--- src/rtl/risky_mmio.sv ---
// Memory-mapped host interface: exit/code registers, TX and RX character FIFOs,
// and a free-running 64-bit cycle counter with a coherent high-word snapshot.
module risky_mmio #(
    parameter int unsigned TX_DEPTH = 16,
    parameter int unsigned RX_DEPTH = 16,
    parameter int unsigned BYTE_W   = 8,
    parameter logic [5:0]  REGION   = 6'd2
) (
    input  logic              clk,
    input  logic              rst,
    input  logic [31:0]       mem_addr,
    input  logic [31:0]       mem_wdata,
    output logic [31:0]       mem_rdata,
    output logic              mem_sel,
    input  logic              mem_oe,
    input  logic              mem_we,
    output logic [BYTE_W-1:0] tx_data,
    output logic              tx_valid,
    input  logic              tx_ready,
    input  logic [BYTE_W-1:0] rx_data,
    input  logic              rx_valid,
    output logic              rx_ready,
    output logic              halt,
    output logic [31:0]       exit_code
);

    localparam int unsigned TX_AW = $clog2(TX_DEPTH);
    localparam int unsigned TX_CW = TX_AW + 1;
    localparam int unsigned RX_AW = $clog2(RX_DEPTH);
    localparam int unsigned RX_CW = RX_AW + 1;

    localparam logic [3:0] IDX_EXIT   = 4'd0;
    localparam logic [3:0] IDX_CODE   = 4'd1;
    localparam logic [3:0] IDX_TXDATA = 4'd2;
    localparam logic [3:0] IDX_TXSTAT = 4'd3;
    localparam logic [3:0] IDX_RXDATA = 4'd4;
    localparam logic [3:0] IDX_RXSTAT = 4'd5;
    localparam logic [3:0] IDX_CYC_LO = 4'd6;
    localparam logic [3:0] IDX_CYC_HI = 4'd7;

    logic              hit;
    logic [3:0]        idx;
    logic              start, wr_start, rd_start;
    logic              hist_sel, hist_oe, hist_we;
    logic [31:0]       hist_addr;

    logic [BYTE_W-1:0] tx_mem [TX_DEPTH];
    logic [TX_AW-1:0]  tx_wptr, tx_rptr;
    logic [TX_CW-1:0]  tx_count;
    logic              tx_full, tx_empty, tx_push_req, tx_push, tx_pop, tx_drop;
    logic              tx_ovf;

    logic [BYTE_W-1:0] rx_mem [RX_DEPTH];
    logic [RX_AW-1:0]  rx_wptr, rx_rptr;
    logic [RX_CW-1:0]  rx_count;
    logic              rx_full, rx_empty, rx_push, rx_pop;

    logic [31:0]       code;
    logic [63:0]       cyc;
    logic [31:0]       cyc_hi_snap;

    assign hit      = (mem_addr[31:26] == REGION);
    assign idx      = mem_addr[3:0];
    assign mem_sel  = hit & mem_oe;

    // An access starts when a selected strobe differs from last cycle's bus state.
    assign start    = hit && (mem_oe || mem_we) &&
                      !(hist_sel == hit && hist_addr == mem_addr &&
                        hist_oe == mem_oe && hist_we == mem_we);
    assign wr_start = start & mem_we;
    assign rd_start = start & mem_oe;

    assign tx_full     = (tx_count == TX_CW'(TX_DEPTH));
    assign tx_empty    = (tx_count == '0);
    assign tx_valid    = !tx_empty;
    assign tx_data     = tx_mem[tx_rptr];
    assign tx_pop      = tx_valid & tx_ready;
    assign tx_push_req = wr_start && (idx == IDX_TXDATA);
    assign tx_push     = tx_push_req && (!tx_full || tx_pop);
    assign tx_drop     = tx_push_req && !tx_push;

    assign rx_full  = (rx_count == RX_CW'(RX_DEPTH));
    assign rx_empty = (rx_count == '0);
    assign rx_ready = !rx_full;
    assign rx_push  = rx_valid & rx_ready;
    // A simultaneous write suppresses the RX pop.
    assign rx_pop   = rd_start && !mem_we && (idx == IDX_RXDATA) && !rx_empty;

    assign exit_code = code;

    // FIFO storage carries no reset; validity is tracked by the counts.
    always_ff @(posedge clk) begin
        if (tx_push) tx_mem[tx_wptr] <= mem_wdata[BYTE_W-1:0];
        if (rx_push) rx_mem[rx_wptr] <= rx_data;
    end

    always_ff @(posedge clk) begin
        if (rst) begin
            hist_sel    <= 1'b0;
            hist_addr   <= '0;
            hist_oe     <= 1'b0;
            hist_we     <= 1'b0;
            tx_wptr     <= '0;
            tx_rptr     <= '0;
            tx_count    <= '0;
            tx_ovf      <= 1'b0;
            rx_wptr     <= '0;
            rx_rptr     <= '0;
            rx_count    <= '0;
            code        <= '0;
            halt        <= 1'b0;
            cyc         <= '0;
            cyc_hi_snap <= '0;
        end else begin
            hist_sel  <= hit;
            hist_addr <= mem_addr;
            hist_oe   <= mem_oe;
            hist_we   <= mem_we;

            if (tx_push) tx_wptr <= tx_wptr + TX_AW'(1);
            if (tx_pop)  tx_rptr <= tx_rptr + TX_AW'(1);
            if (tx_push && !tx_pop)      tx_count <= tx_count + TX_CW'(1);
            else if (!tx_push && tx_pop) tx_count <= tx_count - TX_CW'(1);

            if (wr_start && idx == IDX_TXSTAT) tx_ovf <= 1'b0;
            else if (tx_drop)                  tx_ovf <= 1'b1;

            if (rx_push) rx_wptr <= rx_wptr + RX_AW'(1);
            if (rx_pop)  rx_rptr <= rx_rptr + RX_AW'(1);
            if (rx_push && !rx_pop)      rx_count <= rx_count + RX_CW'(1);
            else if (!rx_push && rx_pop) rx_count <= rx_count - RX_CW'(1);

            if (hit && mem_we && idx == IDX_CODE) code <= mem_wdata;
            if (wr_start && idx == IDX_EXIT && mem_wdata != '0) halt <= 1'b1;

            if (!halt) cyc <= cyc + 64'd1;
            if (rd_start && idx == IDX_CYC_LO) cyc_hi_snap <= cyc[63:32];
        end
    end

    // Read mux; deselected reads return zero.
    always_comb begin
        mem_rdata = '0;
        if (hit) begin
            case (idx)
                IDX_CODE:   mem_rdata = code;
                IDX_TXSTAT: mem_rdata = {13'd0, tx_ovf, tx_empty, tx_full, 16'(tx_count)};
                IDX_RXDATA: mem_rdata = rx_empty ? 32'hFFFF_FFFF : 32'(rx_mem[rx_rptr]);
                IDX_RXSTAT: mem_rdata = {14'd0, rx_empty, rx_full, 16'(rx_count)};
                IDX_CYC_LO: mem_rdata = cyc[31:0];
                IDX_CYC_HI: mem_rdata = cyc_hi_snap;
                default:    mem_rdata = '0;
            endcase
        end
    end

endmodule

--- config.mk ---
export PLATFORM = sky130hd
export DESIGN_NAME = risky_mmio
export DESIGN_NICKNAME = d
export VERILOG_FILES = /design/src/rtl/risky_mmio.sv
export SDC_FILE = /design/constraint.sdc
export NUM_CORES = 1
export LEC_CHECK = 0
export BUFFER_PORTS_ARGS = -buffer_cell sky130_fd_sc_hd__buf_4
export CELL_PAD_IN_SITES_DETAIL_PLACEMENT = 1
export CELL_PAD_IN_SITES_GLOBAL_PLACEMENT = 1
export CORE_ASPECT_RATIO = 0.6
export CORE_MARGIN = 2
export CORE_UTILIZATION = 45
export DETAILED_ROUTE_END_ITERATION = 12
export PLACE_DENSITY_LB_ADDON = 0.1
export SLEW_MARGIN = 5
export SYNTH_ARGS = -nofsm -noshare
export SYNTH_HDL_FRONTEND = slang
export SYNTH_SLANG_ARGS = --single-unit
--- constraint.sdc ---
create_clock -name clk -period 4.95 [get_ports clk]
set_clock_uncertainty 0.1 [all_clocks]
set_input_delay 0.495 -clock clk [delete_from_list [all_inputs] [get_ports clk]]
set_output_delay 0.495 -clock clk [all_outputs]
set_load 0.005 [all_outputs]
---- Word level (Yosys, flattened, before mapping) ----
Memory sizes are Yosys's and may differ from the RTL's. A register that Yosys moved wholly into a read port is not among the register bits.
Index checks and enable logic that the tools add are counted.
operators by class
  mux-type cells .......................... 15
  reductions and logical operators ........ 40
  eq/ne operators ......................... 14
  $add $sub $neg .......................... 9
  bitwise gates (word level) .............. 5
operators by type and width
  operator                                              number
  one-hot mux 32 bit (6 select lines)                   1
  adder 64 x 1 -> 64 bit (second input constant)        1
  2-to-1 mux 32 bit                                     2
  equality test 32 bit                                  1
  nonzero test 32 bit                                   1
  logical AND 1 bit                                     21
  2-to-1 mux 5 bit                                      4
  adder 4 x 1 -> 4 bit (second input constant)          4
  equality test 4 x 3 -> 1 bit (second input constant)  4
  2-to-1 mux 4 bit                                      4
  adder 5 x 1 -> 5 bit (second input constant)          2
  equality test 5 bit (second input constant)           2
  zero test 1 bit                                       10
  zero test 5 bit                                       2
  subtractor 5 x 1 -> 5 bit (second input constant)     2
  equality test 4 x 2 -> 1 bit (second input constant)  2
  equality test 6 x 2 -> 1 bit (second input constant)  1
  AND 1 bit                                             5
  equality test 4 x 1 -> 1 bit (second input constant)  1
  zero test 4 bit                                       1
  2-to-1 mux 1 bit                                      4
  nonzero test 2 bit                                    2
  equality test 1 bit                                   3
  logical OR 1 bit                                      2
  OR reduction 2 bit                                    1
word-level totals
  bits in registers ....................... 191
  bits in writable memories ............... 256
  logic and storage cells ................. 100
  output and inout port bits .............. 76
  memories kept ........................... 2
  input port bits ......................... 78
memory list
  memory  words  width  rd ports  clocked after memory_dff  write ports  line  text
  rx_mem  16     8      1         1                         1            53    logic [BYTE_W-1:0] rx_mem [RX_DEPTH];
  tx_mem  16     8      1         1                         1            47    logic [BYTE_W-1:0] tx_mem [TX_DEPTH];

---- Logic depth before layout (Yosys ltp) ----
Gate-level depths: netlist of the first run.
  word-level depth ........................ 14
  mapped depth ............................ 16
  depth with buffers taken out ............ 14

---- Worst setup path before layout of the first run ----
OpenSTA, ideal clock, no wires.
  kind .................................... input -> register
  start ................................... in mem_addr[26]
  end ..................................... reg rx_count[4]
  setup slack ............................. 1.179 ns
  library setup time ...................... 0.070 ns
  stages .................................. 14
  buffers on the path ..................... 1
  data required time ...................... 4.780 ns
  data arrival time ....................... 3.601 ns
  cells stage by stage .................... or4b_4 > nor3_1 > nor4_2 > and3_1 > buf_4 > or4_1 > ha_1 > inv_1 > ha_1 > a21o_1 > a21oi_1 > xnor2_1 > or3_1 > a21oi_1
between the ends
  cells in the longest elaborated chain, start to end .. 14
  elaborated cells on any way between the ends .. 18
  those cells by class .................... 3 x eq/ne; 1 x mux; 1 x bitwise; 13 x reduce/logical
ends and longest elaborated chain
  item                                                           line  text
  start, declared                                                11    input logic [31:0] mem_addr,
  equality test 6 x 2 -> 1 bit                                   62    assign hit = (mem_addr[31:26] == REGION);
  equality test 1 bit                                            68    !(hist_sel == hit && hist_addr == mem_addr &&
  logical AND 1 bit (2 in series)                                68
  logical AND 1 bit                                              69    hist_oe == mem_oe && hist_we == mem_we);
  zero test 1 bit                                                68
  logical AND 1 bit (*)                                          67    assign start = hit && (mem_oe || mem_we) &&
  AND 1 bit (*)                                                  71    assign rd_start = start & mem_oe;
  logical AND 1 bit (*) (3 in series)                            87    assign rx_pop = rd_start && !mem_we && (idx == IDX_RXDATA) && !rx_empty;
  zero test 1 bit                                                130   if (rx_push && !rx_pop) rx_count <= rx_count + RX_CW'(1);
  logical AND 1 bit                                              130
  2-to-1 mux 5 bit / nonzero test 2 bit (equally long branches)  -
  end signal, assigned                                           130
  end signal, assigned                                           131   else if (!rx_push && rx_pop) rx_count <= rx_count - RX_CW'(1);
  end, declared                                                  55    logic [RX_CW-1:0] rx_count;
Mark *: on every way between the ends. The rest lies on a longest branch, timed or not.
A chain may end at the register's enable or synchronous reset.

---- Worst setup path after layout of the first run ----
  start ................................... reg hist_addr[13]
  end ..................................... reg tx_count[4]
between the ends
  cells in the longest elaborated chain, start to end .. 12
  elaborated cells on any way between the ends .. 14
  those cells by class .................... 1 x eq/ne; 1 x mux; 1 x bitwise; 11 x reduce/logical
ends and longest elaborated chain
  item                                 line  text
  start, declared                      45    logic [31:0] hist_addr;
  start signal, assigned               116   hist_addr <= mem_addr;
  equality test 32 bit (*)             68
  logical AND 1 bit (*) (2 in series)  68
  logical AND 1 bit (*)                69
  zero test 1 bit (*)                  68
  logical AND 1 bit (*)                67
  AND 1 bit (*)                        70    assign wr_start = start & mem_we;
  logical AND 1 bit (*)                78    assign tx_push_req = wr_start && (idx == IDX_TXDATA);
  logical AND 1 bit (*)                79    assign tx_push = tx_push_req && (!tx_full || tx_pop);
  zero test 1 bit                      123   else if (!tx_push && tx_pop) tx_count <= tx_count - TX_CW'(1);
  logical AND 1 bit                    123
  nonzero test 2 bit (no line)         -
  end signal, assigned                 122   if (tx_push && !tx_pop) tx_count <= tx_count + TX_CW'(1);
  end signal, assigned                 123
  end, declared                        49    logic [TX_CW-1:0] tx_count;
Marked as above.

==> results of run 1 <==
## cell families (layout without fill, tap and decap cells)
kind of cell / Yosys count / count (layout) / share of synthesized area, %
xor gates and xnor gates: 101 / 101 / 4.70
AOI/OAI and AO/OA: 144 / 144 / 5.21
muxes: 148 / 148 / 12.7
and+or+nand+nor: 430 / 430 / 11.7
DFF: 455 / 455 / 62.0
adders and majority gates: 21 / 21 / 1.48
buffers and inverters: 98 / 266 / 2.18
## area by class of cell
cell class	count	area (um^2)	share of cell area (%)
flip-flops and latches	455	11700	53.2
multi-input cells	844	6770	30.8
repair buffers	171	1300	5.92
clock buffers	63	1280	5.85
well taps	560	701	3.19
clock inverters	17	175	0.797
inverters	15	56.3	0.256
## metal layers
layer | part of all wire, % | vias up | GRT usage, %
met3 | 4.5 | 50 | 3.22
li1 | - | 5532 | -
met4 | 1.2 | 0 | 3.94
met5 | 0 | - | 0
met1 | 51 | 6160 | 35.6
met2 | 44 | 252 | 34.3
## power groups by stage
stage | Clock [mW] | Sequential [mW] | Combinational (mW)
2_1_floorplan | 0 | 4.21 | 0.703
3_3_place_gp | 0 | 4.28 | 0.995
3_5_place_dp | 0 | 4.29 | 1.02
4_1_cts | 3.47 | 4.21 | 1.02
5_1_grt | 3.62 | 4.22 | 1.11
6_report | 3.38 | 4.20 | 1.02
## stage by stage
step / cell area [um^2] / power (mW) / hold slack [ps]
2_1_floorplan: 18800 / 4.91 / 357
3_3_place_gp: 20500 / 5.27 / 373
3_5_place_dp: 20500 / 5.30 / 392
4_1_cts: 22000 / 8.70 / 45.6
5_1_grt: 22000 / 8.95 / 55.3
6_report: 22000 / 8.60 / 65.7
## cell usage in the layout, fill, tap and decap left out, types with 4 or more instances in the layout
cell type                   count
sky130_fd_sc_hd__nor4_1        11
sky130_fd_sc_hd__nor3_2         6
sky130_fd_sc_hd__dfxtp_2        4
sky130_fd_sc_hd__xnor2_1       43
sky130_fd_sc_hd__clkbuf_8      13
sky130_fd_sc_hd__clkbuf_1       6
sky130_fd_sc_hd__ha_1          19
sky130_fd_sc_hd__xor2_1        58
sky130_fd_sc_hd__nand4_1       41
sky130_fd_sc_hd__a21o_1         4
sky130_fd_sc_hd__o31ai_1        4
sky130_fd_sc_hd__nand2b_1       6
sky130_fd_sc_hd__buf_4        169
sky130_fd_sc_hd__a21oi_1       57
sky130_fd_sc_hd__a22oi_1       12
sky130_fd_sc_hd__o211ai_1       7
sky130_fd_sc_hd__clkbuf_16     43
sky130_fd_sc_hd__nor2_1       162
sky130_fd_sc_hd__clkinv_2       8
sky130_fd_sc_hd__mux4_2        73
sky130_fd_sc_hd__mux2i_1       74
sky130_fd_sc_hd__dfxtp_1      195
sky130_fd_sc_hd__nand3_1       30
sky130_fd_sc_hd__o21ai_0       14
sky130_fd_sc_hd__nor2b_1       40
sky130_fd_sc_hd__inv_1         15
sky130_fd_sc_hd__and3_1        32
sky130_fd_sc_hd__edfxtp_1     256
sky130_fd_sc_hd__nor3_1        10
sky130_fd_sc_hd__or3_1         14
sky130_fd_sc_hd__nand2_1       40
sky130_fd_sc_hd__and2_1        11
sky130_fd_sc_hd__a222oi_1      31
sky130_fd_sc_hd__and4_1         9
sky130_fd_sc_hd__a31oi_1        8
## critical path: cells and delay by family (launching register included)
family	cells	cell delay [ps]
adder cells (fa/ha/maj)	2	570
buffers and inverters	1	140
AND/OR/NAND/NOR	5	1770
AO/OA/AOI/OAI	3	520
XOR/XNOR	2	220
flip-flops	1	330
## final timing paths
kind                               to  slack, ps  cells past startpoint
max          tx_count[4]$_SDFFE_PP0P_       1190                     13
min           hist_addr[7]$_SDFF_PP0_         70                      2
max reg2reg  tx_count[4]$_SDFFE_PP0P_       1190                     13
min reg2reg      cyc[63]$_SDFFE_PP0N_        400                      2
## state kept, by name (all words and copies together) (netlist names), 4 cells and up, named ones only
register	count
tx_wptr	4
rx_mem	128
cyc	64
rx_wptr	4
tx_mem	128
hist_addr	32
rx_rptr	4
tx_rptr	4
cyc_hi_snap	32
rx_count	5
tx_count	5
exit_code	32
==> results.md, run 1 <==
Power
* 11.8% — share of total power in combinational logic
* 48.9% — Sequential Power Share
* 2.10 mW — Psw
* 6.50 mW — P_int
* 39.3% — part of the power in the clock network
* 392 mW/mm^2 — Power Density
* 7.93 nW — leakage power
* 24.4% — Switching Share
* 0.000268 V — Worst IR Drop VDD

Cells and area
* 4061 — fill count
* 2125 — Post-Layout Cell Count
* 0 — number of diodes
* 21.9% — layout cells sized above 1
* 16.8% — layout overhead on the synthesized area
* 53.8% — final core utilization
* 1629 — nets

Yosys
* sky130_fd_sc_hd__edfxtp_1 41%, sky130_fd_sc_hd__dfxtp_1 21%, sky130_fd_sc_hd__mux4_2 8.7% — Synth area leaders
* 0.0188 mm^2 — cell area after technology mapping
* sky130_fd_sc_hd__edfxtp_1 — dominant cell by count in the synthesized netlist
* 40.9% — area share of the largest cell type after synthesis
* 1496 — number of nets in the synthesized netlist
* 0% — proportion of synthesized flip-flops having asynchronous set or reset
* 256 — EDFF count, synth
* 53 — count of distinct cell types in the synthesized netlist
* sky130_fd_sc_hd__edfxtp_1 — top flip-flop cell by instance count after synthesis
* 0 — Synth warnings
* 1397 — instance count of the mapped netlist
* 455 — flip-flop and latch count after synthesis
* 256 x sky130_fd_sc_hd__edfxtp_1, 199 x sky130_fd_sc_hd__dfxtp_1, 163 x sky130_fd_sc_hd__nor2_1 — cell types with the highest counts after synthesis
* 62.0% — sequential share of the synthesized area
* 13.5 um^2 — mean cell area of the mapped netlist
* sky130_fd_sc_hd__edfxtp_1 — largest area contributor in the synthesized netlist

Drt
* 5.64 — post-detailed-route via-to-cell ratio
* 0 — number of remaining DRC errors
* 1138 — number of DRC markers after the initial detailed-route iteration
* 48900 um — Post-Route WL
* 0 — number of nets still failing antenna checks after routing
* 7 — Detailed Routing Iterations Pass 1
* 12000 — vias after detailed routing
* 23.0 um — routed wire length per instance

Global route
* 12200 — vias in the first global route
* 0 — Overflow after GRT
* 75500 um — global-route wire length before repair
* 122 — pin count of the biggest net entering global routing
* 22.8% — GRT Resource Usage Total
* 0 — number of antenna violations at the first check in global routing

Die
* 46.0% — Starting Density
* 162 um — height of the die
* 268 um — width of the die
* 154 — IO Count
* 57 — number of rows in the core area
* 0.0409 mm^2 — core area
* 0.0435 mm^2 — overall die area

Critical path
* 4140 ps — CP Data Arrival Time
* xnor2_1, nand4_1, nor4_1, and3_1, nor2_2, ha_1, inv_1, ha_1, a21o_1, a21oi_1, xnor2_1, or3_1, a21oi_1 — worst path cell trace
* 620 ps — crit-path max cell delay
* 5330 ps — data required time of the worst path
* hist_addr[13]$_SDFF_PP0_ — launching point of the worst reg2reg path
* 17 — maximum fanout along the worst path
* register — crit path capture type
* hist_addr[13]$_SDFF_PP0_ — CP startpoint
* sky130_fd_sc_hd__nor4_1 — highest-delay cell along the critical path
* register — Startpoint Class
* reg2reg — critical path class

STA
* 0 — total count of max-transition violations in the final report
* 3760 ps — final period demand of the worst path
* 76.0% — crit share post-route
* 266 MHz — Highest Clock Rate
* 0 — Hold Fails Final Rpt
* 1150 ps — worst-margin pin slew
* no — RSZ-0062 raised after global routing
* 1190 ps — worst setup margin
* 23.4% — Slew Limit Headroom
* 0 ps — setup total negative slack
* 0 — endpoints failing setup

Clock tree
* 70 ps — clock slew seen by the registers of the worst setup and hold paths
* sky130_fd_sc_hd__clkbuf_16 — CTS Root Buffer Type
* yes — CTS tree
* 570 ps — clock insertion delay at the later pin of the skew report
* 0 — Post-CTS Hold Buffers
* 2 — H-tree levels
* 3 — largest buffer count on any clock path
* 0 — Post-CTS Resized
* 43 — CTS buffer count
* 455 — Sink Count
* 0 — setup fix buffers added after clock tree synthesis

Place
* 2045 — cell count after placement
* 33900 um — placed wire-length estimate after detailed placement
* 153 — number of input and output port buffers inserted
* 687 ps — worst setup slack after placement
* 0.774 — final weighted congestion in routability-driven placement

Run status
* completed — result of the run

Worst hold path
* mem_addr[7] — startpoint of the lowest-slack hold path
* in2reg — class of the tightest hold or removal check

Run
* 0 — number of maximum-capacitance violations

Note: power is estimated with default switching activity, not from simulation.
==> run 2, diff against run 1 <==
clock period = 3.1 ns   (was 4.95 ns; I/O delays follow)
==> run 2 against run 1 <==
Against the previous run: die area stayed put; combinational power is 100% higher; via count is 6.2% higher; cell area is 8.1% higher; register-to-register slack worse by 1100 ps; worst setup slack worse by 1100 ps; critical endpoint is now mem_rdata[7]; highest routed layer unchanged.
==> results.md, run 2 (same netlist as run 1, synthesis figures left out) <==
Global route
* 112 — pin count of the biggest net entering global routing
* 13000 — vias in the first global route
* 79900 um — global-route wire length before repair
* 24.2% — GRT Resource Usage Total
* 0 — Overflow after GRT
* 0 — number of antenna violations at the first check in global routing

Critical path
* 2 — buffering stage count on the worst path with inverters included
* register — Startpoint Class
* 2690 ps — data required time of the worst path
* buf_12, mux4_2, a22oi_1, o211ai_1, nand2_1, a21oi_1, buf_4 — worst path cell trace
* reg2out — critical path class
* 8 — maximum fanout along the worst path
* compound AO/OA/AOI/OAI gates — kind of cell adding the most delay to the critical path
* primary output — crit path capture type
* 2620 ps — CP Data Arrival Time
* sky130_fd_sc_hd__mux4_2 — highest-delay cell along the critical path
* 520 ps — crit-path max cell delay

STA
* 0 — endpoints failing setup
* 0 — Hold Fails Final Rpt
* 3030 ps — final period demand of the worst path
* 706 ps — worst-margin pin slew
* 72.8 ps — worst setup margin
* 52.9% — Slew Limit Headroom
* 0 — total count of max-transition violations in the final report
* 330 MHz — Highest Clock Rate
* 97.7% — crit share post-route

Place
* 153 — number of input and output port buffers inserted
* -415 ps — worst setup slack after placement
* 0.0214 mm^2 — area of placed instances
* 36000 um — placed wire-length estimate after detailed placement
* 0.769 — final weighted congestion in routability-driven placement

Drt
* 22.8 um — routed wire length per instance
* 5.56 — post-detailed-route via-to-cell ratio
* 0 — number of nets still failing antenna checks after routing
* 0 — number of remaining DRC errors
* 12700 — vias after detailed routing
* 52300 um — Post-Route WL
* 6 — Detailed Routing Iterations Pass 1
* 1065 — number of DRC markers after the initial detailed-route iteration

Die
* 162 um — height of the die
* 46.0% — Starting Density
* 0.0409 mm^2 — core area
* 57 — number of rows in the core area
* 0.0435 mm^2 — overall die area
* 268 um — width of the die
* 154 — IO Count

Cells and area
* 1794 — nets
* 0 — number of diodes
* sky130_fd_sc_hd__edfxtp_1 — most frequent standard cell in the layout excluding fill and tap cells
* 0.0237 mm^2 — cell area after layout
* rx_mem: 128 flops, tx_mem: 128 flops, cyc: 64 flops — registers with the highest flip-flop counts
* 256 x sky130_fd_sc_hd__edfxtp_1, 255 x sky130_fd_sc_hd__buf_4, 195 x sky130_fd_sc_hd__dfxtp_1 — leading cell types in the layout, fill and taps excluded
* 26.8% — layout cells sized above 1
* 26.2% — layout overhead on the synthesized area

Clock tree
* yes — CTS tree
* 43 — CTS buffer count
* 70 ps — clock slew seen by the registers of the worst setup and hold paths
* sky130_fd_sc_hd__clkbuf_16 — CTS Root Buffer Type
* 560 ps — clock insertion delay at the later pin of the skew report
* 3 — largest buffer count on any clock path
* 2 — H-tree levels
* 455 — Sink Count

Run
* 0 — number of maximum-capacitance violations

Power
* 602 mW/mm^2 — Power Density
* 0.000403 V — Worst IR Drop VDD
* 8.79 nW — leakage power

Worst hold path
* in2reg — class of the tightest hold or removal check

Run status
* completed — result of the run

==> run 2: through the flow <==
stage          total power, mW  util, %  setup TNS, ps  cells  hold WS [ps]
2_1_floorplan             7.90        -           -717   1397           309
3_3_place_gp              8.63     52.3          -1020   2134           375
3_5_place_dp              8.72     52.3          -1430   2134           388
4_1_cts                   14.4     57.7              0   2285          8.73
5_1_grt                   14.8     58.1          -20.4   2290          25.6
6_report                  14.3     58.1              0   2290          19.5
==> run 2: area by class of cell <==
cell class	count	area (um^2)
Multi-Input combinational cell	844	6950
Clock buffer	61	1260
Sequential cell	455	11700
Fill cell	4026	17100
Tap cell	560	701
Timing Repair Buffer	336	2860
Inverter	15	61.3
Clock inverter	19	233
==> run 2: worst paths after layout <==
| check | start | to | slack, ps | depth (start not counted) |
|---|---|---|---|---|
| min | mem_wdata[1] | tx_mem[13][1]$_DFFE_PP_ | 20 | 1 |
| max reg2reg | hist_addr[0]$_SDFF_PP0_ | tx_count[4]$_SDFFE_PP0P_ | 120 | 15 |
| min reg2reg | cyc[59]$_SDFFE_PP0N_ | cyc[59]$_SDFFE_PP0N_ | 400 | 2 |
| max | register | mem_rdata[7] | 70 | 7 |
==> run 2: per-layer routing <==
layer  vias up  GRT usage (%)  wire length (um)
li1       5849              -                 -
met2       334           35.9             22900
met5         -              0                 0
met3        64           3.30              2660
met1      6493           38.1             25900
met4         0           4.52               790
==> run 2: report_power, final <==
part,switching [mW],internal (mW)
logic,1.00,1.09
clock network,2.32,3.26
registers,0.113,6.51
==> run 2: repair_timing <==
action | CTS | global route
pin swaps | 0 | 6
setup endpoints to repair | 9 | 8
resized for setup | 6 | 18
cloned | 1 | 0
hold buffers | 67 | 0
endpoints found under the hold margin | 287 | 0
setup buffers | 3 | 5
